--- src/rtl/lif_neuron_array.sv ---
// Array of leaky integrate-and-fire neurons sharing one runtime configuration register file.
// Each channel has its own weight, refractory counter and membrane; spikes are counted globally.
module lif_neuron_array #(
  parameter int N_CH        = 4,
  parameter int V_W         = 8,
  parameter int W_W         = 4,
  parameter int THRESH_INIT = 200,
  parameter int LEAK_INIT   = 1,
  parameter int REFR_INIT   = 2,
  parameter int W_INIT      = 8,
  localparam int AW = $clog2(N_CH + 4),
  localparam int SW = (N_CH > 1) ? $clog2(N_CH) : 1
) (
  input  logic            clk,
  input  logic            rst,
  input  logic            en,
  input  logic [N_CH-1:0] spike_in,
  input  logic            cfg_we,
  input  logic [AW-1:0]   cfg_addr,
  input  logic [V_W-1:0]  cfg_data,
  input  logic [SW-1:0]   v_sel,
  output logic [N_CH-1:0] spike_out,
  output logic [V_W-1:0]  v_out,
  output logic [15:0]     spike_cnt
);

  logic [V_W-1:0] thresh;
  logic [V_W-1:0] leak;
  logic [3:0]     refr;
  logic           mode;
  logic [W_W-1:0] weight [N_CH];

  logic [V_W-1:0] v [N_CH];
  logic [3:0]     refr_cnt [N_CH];

  logic [V_W-1:0] leak_amt [N_CH];
  logic [V_W-1:0] v_leak [N_CH];
  logic [V_W:0]   v_sum [N_CH];
  logic [V_W-1:0] v_int [N_CH];
  logic [N_CH-1:0] fire;
  logic [16:0]    pop;
  logic [16:0]    cnt_sum;

  always_ff @(posedge clk) begin
    if (rst) begin
      thresh <= V_W'(THRESH_INIT);
      leak   <= V_W'(LEAK_INIT);
      refr   <= 4'(REFR_INIT);
      mode   <= 1'b0;
      for (int i = 0; i < N_CH; i++) weight[i] <= W_W'(W_INIT);
    end else if (cfg_we) begin
      case (cfg_addr)
        AW'(0):  thresh <= cfg_data;
        AW'(1):  leak   <= cfg_data;
        AW'(2):  refr   <= cfg_data[3:0];
        AW'(3):  mode   <= cfg_data[0];
        default: begin
          // Addresses past the last weight slot match no channel and are dropped.
          for (int i = 0; i < N_CH; i++)
            if (int'(cfg_addr) == i + 4) weight[i] <= cfg_data[W_W-1:0];
        end
      endcase
    end
  end

  // Leak floors at zero, then the weighted input saturates at full scale rather than wrapping.
  always_comb begin
    fire = '0;
    for (int i = 0; i < N_CH; i++) begin
      leak_amt[i] = mode ? (v[i] >> leak[2:0]) : leak;
      v_leak[i]   = (v[i] > leak_amt[i]) ? v[i] - leak_amt[i] : '0;
      v_sum[i]    = {1'b0, v_leak[i]} + (spike_in[i] ? (V_W+1)'(weight[i]) : '0);
      v_int[i]    = v_sum[i][V_W] ? '1 : v_sum[i][V_W-1:0];
      fire[i]     = (refr_cnt[i] == 4'd0) && (v_int[i] >= thresh);
    end
  end

  always_comb begin
    pop = '0;
    for (int i = 0; i < N_CH; i++) pop = pop + 17'(fire[i]);
  end

  assign cnt_sum = {1'b0, spike_cnt} + pop;

  always_ff @(posedge clk) begin
    if (rst) begin
      for (int i = 0; i < N_CH; i++) begin
        v[i]        <= '0;
        refr_cnt[i] <= '0;
      end
      spike_out <= '0;
      spike_cnt <= '0;
    end else if (en) begin
      for (int i = 0; i < N_CH; i++) begin
        if (refr_cnt[i] != 4'd0) begin
          v[i]        <= '0;
          refr_cnt[i] <= refr_cnt[i] - 4'd1;
        end else if (fire[i]) begin
          v[i]        <= '0;
          refr_cnt[i] <= refr;
        end else begin
          v[i] <= v_int[i];
        end
      end
      spike_out <= fire;
      spike_cnt <= cnt_sum[16] ? 16'hFFFF : cnt_sum[15:0];
    end else begin
      spike_out <= '0;
    end
  end

  // Out-of-range selections match no channel and read as zero.
  always_comb begin
    v_out = '0;
    for (int i = 0; i < N_CH; i++)
      if (int'(v_sel) == i) v_out = v[i];
  end

endmodule

--- config.mk ---
export PLATFORM = sky130hd
export DESIGN_NAME = lif_neuron_array
export DESIGN_NICKNAME = d
export VERILOG_FILES = /design/src/rtl/lif_neuron_array.sv
export SDC_FILE = /design/constraint.sdc
export NUM_CORES = 1
export LEC_CHECK = 0
export BUFFER_PORTS_ARGS = -buffer_cell sky130_fd_sc_hd__buf_4
export CAP_MARGIN = 40
export CORE_MARGIN = 2
export CORE_UTILIZATION = 60
export CTS_BUF_LIST = sky130_fd_sc_hd__clkbuf_4
export DETAILED_ROUTE_END_ITERATION = 10
export PLACE_DENSITY = 0.8
export REMOVE_ABC_BUFFERS = 1
export SLEW_MARGIN = 25
export SYNTH_ARGS = -nofsm -noshare
export SYNTH_HDL_FRONTEND = slang
export SYNTH_SLANG_ARGS = --single-unit
--- constraint.sdc ---
create_clock -name clk -period 21.5 [get_ports clk]
set_input_delay 4.3 -clock clk [delete_from_list [all_inputs] [get_ports clk]]
set_output_delay 4.3 -clock clk [all_outputs]
set_load 0.01 [all_outputs]
# After elaboration in Yosys (flattened, before gate mapping)
# Memory sizes are Yosys's and may differ from the RTL's.
# Index checks and enable logic that the tools add are counted.
[totals]
reg_bits = 41
output_inout_bits = 28
ramBits = 64
input_bits = 21
n_memories = 3
[mem_list]
columns = ["name", "words", "width", "rd", "rd_clocked_by_memory_dff", "wr", "line_no", "source"]
rows = [
  ["v", 4, 8, 4, 0, 4, "33", "logic [V_W-1:0] v [N_CH];"],
  ["refr_cnt", 4, 4, 4, 0, 4, "34", "logic [3:0] refr_cnt [N_CH];"],
  ["weight", 4, 4, 4, 0, 4, "31", "logic [W_W-1:0] weight [N_CH];"],
]
[op_classes]
bitwise_logic = 25
n_addsub = 16
muxes = 123
n_eq_ne = 10
n_reduce_logical = 20
n_lt_le_gt_ge = 8
shifts = 4
[ops]
columns = ["op", "n"]
rows = [
  ["8-bit 2-to-1 mux", 28],
  ["1-bit 2-to-1 mux", 78],
  ["4-bit 2-to-1 mux", 16],
  ["8-bit by 4-bit adder with 9-bit output", 4],
  ["8-bit >= comparator", 4],
  ["8-bit > comparator", 4],
  ["8-bit by 3-bit >> shifter with 8-bit output", 4],
  ["8-bit subtractor", 4],
  ["1-bit OR", 24],
  ["16-bit by 4-bit adder with 17-bit output", 1],
  ["4-bit zero test", 4],
  ["16-bit 2-to-1 mux", 1],
  ["4-bit nonzero test", 4],
  ["4-bit by 1-bit subtractor with 4-bit output (second input constant)", 4],
  ["3-bit by 2-bit equality test with 1-bit output (second input constant)", 3],
  ["2-bit AND reduction", 4],
  ["3-bit by 1-bit equality test with 1-bit output (second input constant)", 2],
  ["3-bit equality test (second input constant)", 2],
  ["3-bit by 1-bit adder with 4-bit output", 1],
  ["2-bit equality test (second input constant)", 2],
  ["1-bit logical AND", 4],
  ["4-bit OR reduction", 1],
  ["2-bit by 1-bit adder with 3-bit output", 1],
  ["3-bit zero test", 1],
  ["other kinds (5)", 5],
]

# Longest topological paths before layout
# An unclocked memory read counts as a cell.
[depth]
word_depth = 16
depth_mapped = 40

# Worst setup path before layout
# No wires, ideal clock.
[synth_timing]
kind = "input-to-output"
startpoint = "input port v_sel[0]"
endpoint = "output port v_out[0]"
path_stages = 2
setup_slack_ps = 11885
t_arrival_ps = 5315
n_path_buf = 1
required_ps = 17200
cell_sequence = "clkbuf_1 -> mux4_2"
[synth_between]
elab_chain_len = 5
word_cells_on_any_way = 8
cone_classes = "3 x eq/ne; 4 x mux; 1 x reduce/logical"
[synth_lines]
columns = ["item", "line_no", "source"]
rows = [
  ["start: declaration", "21", "input logic [SW-1:0] v_sel,"],
  ["2-bit zero test", "116", "if (int'(v_sel) == i) v_out = v[i];"],
  ["8-bit 2-to-1 mux (3 in a row)", "116", ""],
  ["8-bit 2-to-1 mux (*)", "116", ""],
  ["end: declaration", "23", "output logic [V_W-1:0] v_out,"],
]
# Every way passes the cells marked *; elsewhere a longest branch is shown, timed or not.

# Worst setup path in the final report
[layout_timing]
startpoint = "input port v_sel[0]"
endpoint = "output port v_out[4]"
# The elaborated chain is that of the path after synthesis.

==> impl_metrics.toml <==
[hold_path]
hp-class = "reg -> reg"

[layout]
fin_cells = 1260
area_delta_synth_final_pct = 7.042
finalNetCount = 1184
final_area_um2 = 9871
final_util_pct = 65.41
drive_above_1_share_pct = 12.13
num_antenna_cells = 0

[pwr]
leakage_nw = 4.084
vdd_ir_drop_max_mv = 0.05115
power_density_nw_per_um2 = 62.98
power_uw = 621.6

[synthesis]
syn-instance-count = 1034
synth_enable_flop_cells = 64
seq_area_frac_synth_pct = 29.74
synth_compound_area_share_pct = 16.99
syn-cell-area_um2 = 9221
synth.distinct_cells = 78
yosys_warnings = 0
synth-main-ff-cell = "edfxtp_1"
synthSimpleGateAreaFrac_pct = 22.56
synth_mux_area_share_pct = 9.756
synth_xor_area_share_pct = 3.419
synth_most_common_cell = "nor2_1"
synth-seq-cells = 105
synth_top_family_by_area = "simple AND/OR/NAND/NOR gates"
synth_fa_ha_area_share_pct = 13.92
synth_top_cell_by_area = "edfxtp_1"
synth_area_leaders = "edfxtp_1 21%, ha_1 12%, dfxtp_1 8.9%"
ys_async_sr_fraction_pct = 0
synth.top_cell.area_share_pct = 20.84
avgSynthCellArea_um2 = 8.918
yosys-top-cells-count = "108 x nor2_1, 85 x ha_1, 83 x a21oi_1"

[global_routing]
antenna_found_initial = 0
grt_pass1_vias = 7324
grt_max_degree = 38
grt_overflow = 0
track_usage_pct = 29.18
grt_first_pass_wirelength_mm = 37.75

[setup_path]
crit_required_ns = 17.20
reg2reg_slack_ns = 12.45
timing.rr.end = "spike_cnt[14]$_SDFFE_PP0P_"
crit_end = "v_out[4]"
r2r_cells = 32
crit_path_start = "v_sel[0]"
path_max_fanout = 8
crit_path_start_kind = "input pin"
r2r_start = "leak[2]$_SDFFE_PP0P_"
crit_chain = "buf_4 -> mux4_2 -> buf_4"
worst_setup_path_end_kind = "primary output"
worstSetupPathType = "in -> out"
cp_common_cell = "buf_4"
max_stage_delay_ns = 0.54
cp_slowest_cell = "mux4_2"
cp.arrival_ns = 5.18

[clocking]
cts_resized = 0
cts_tree = "yes"
cts-buffers-inserted = 9
clk_root_buffer_cell = "clkbuf_4"
cts_sinks = 105
clk_pin_slew_ns = 0.17
h-tree-depth = 3
postCtsHoldBufs = 0
post_cts_buffers = 0
clock_latency_ns = 0.48
clock_path_buffers = 2

[placed_design]
hpwl_mm = 18.35
gp_congestion = 0.9270
portBuffers = 48
dpl_cell_area_um2 = 9717
post-place-ws_ns = 11.50
dp.cells = 1241

[sta]
relSlewSlack_pct = 42.41
finalSetupViolCount = 0
fin_tns_setup_ns = 0
setup_ws_ns = 12.02
min_period_ns = 9.477
worstMarginPinSlew_ns = 0.8606
max_freq_mhz = 105.5
final_hold_viol_count = 0
fin_hold_ws_ns = 0.5176
rsz0062_at_grt = "false"
fin_crit_sh_pct = 44.08
maxSlewViolCount = 0
fin_skew_ns = 0.02121

[detailed_routing]
wire_per_inst_um = 18.83
met1_length_mm = 10.50
drt_iter0_markers = 905
ant_nets = 0
vias = 8113
via_per_inst = 6.439
dr.pass1.iters = 6
dr.max_layer_used = "met4"
wl_mm = 23.72
dr_wl_met2_mm = 10.66
dr_wl_met3_mm = 1.941
drc = 0

[floorplan]
die_y_um = 128.0
row_count = 45
die-area_um2 = 16380
core-area_um2 = 15090
start_util_pct = 61.11
die_w_um = 128.0
pin_count = 49

[run_status]
status = "completed"

[flow_run]
max_cap_viol_count = 0
-- power breakdown --
group,internal [mW],switching (mW),leakage (nW),total (mW)
Clock,0.0354,0.0675,0.0754,0.103
Sequential,0.228,0.0146,1.01,0.243
Combinational,0.115,0.161,2.99,0.276
-- state kept, by name, indices dropped and copies added, names as in the netlist --
register   flops
spike_cnt     16
thresh         8
leak           8
weight        16
mode           1
refr_cnt      16
refr           4
v             32
spike_out      4
-- cell type report --
| cell class | instances | area, um^2 |
|---|---|---|
| well taps | 188 | 235.2 |
| clock inverters | 7 | 68.82 |
| multi-input cells | 843 | 6146 |
| flip-flops and latches | 105 | 2743 |
| repair buffers | 56 | 415.4 |
| clock buffers | 9 | 67.56 |
| fillers | 1277 | 5219 |
| inverters | 52 | 195.2 |
-- critical path: cells and delay by family --
kind	cells	cell delay (ns)
multiplexers	1	0.54
buffers and inverters	2	0.33
-- metal layers --
metal	track usage [%]	vias to the layer above
li1	-	3878
met3	5.342	58
met2	45.33	366
met1	41.69	3811
met4	9.050	0
met5	0	-
-- cell families after synthesis --
family | Yosys count
muxes | 64
DFF | 105
and+or+nand+nor | 405
buffers and inverters | 86
adders and majority gates | 96
xor gates and xnor gates | 36
AOI/OAI and AO/OA | 242
-- placed cells by master (no fill, tap or decap), types with 22 or more instances in the layout --
cell type and instances:
nor2_1 108, ha_1 85, a21oi_1 83, nand2_1 72, edfxtp_1 64, buf_4 53
inv_1 51, nor3_1 51, o21ai_0 51, dfxtp_1 41, mux2i_1 37, and2_1 33
nand2b_1 22
-- how the worst min path moves through the flow --
stage | start | to | slack, ns | cells after the start
6_report | thresh[2]$_SDFFE_PP0P_ | thresh[2]$_SDFFE_PP0P_ | 0.52 | 2
3_3_place_gp | leak[4]$_SDFFE_PP0P_ | leak[4]$_SDFFE_PP0P_ | 0.47 | 2
4_1_cts | leak[5]$_SDFFE_PP0P_ | leak[5]$_SDFFE_PP0P_ | 0.52 | 2
3_5_place_dp | leak[7]$_SDFFE_PP0P_ | leak[7]$_SDFFE_PP0P_ | 0.48 | 2
2_1_floorplan | leak[3]$_SDFFE_PP0P_ | leak[3]$_SDFFE_PP0P_ | 0.45 | 2
5_1_grt | thresh[4]$_SDFFE_PP0P_ | thresh[4]$_SDFFE_PP0P_ | 0.54 | 2
Power figures use the tool's default switching activity.
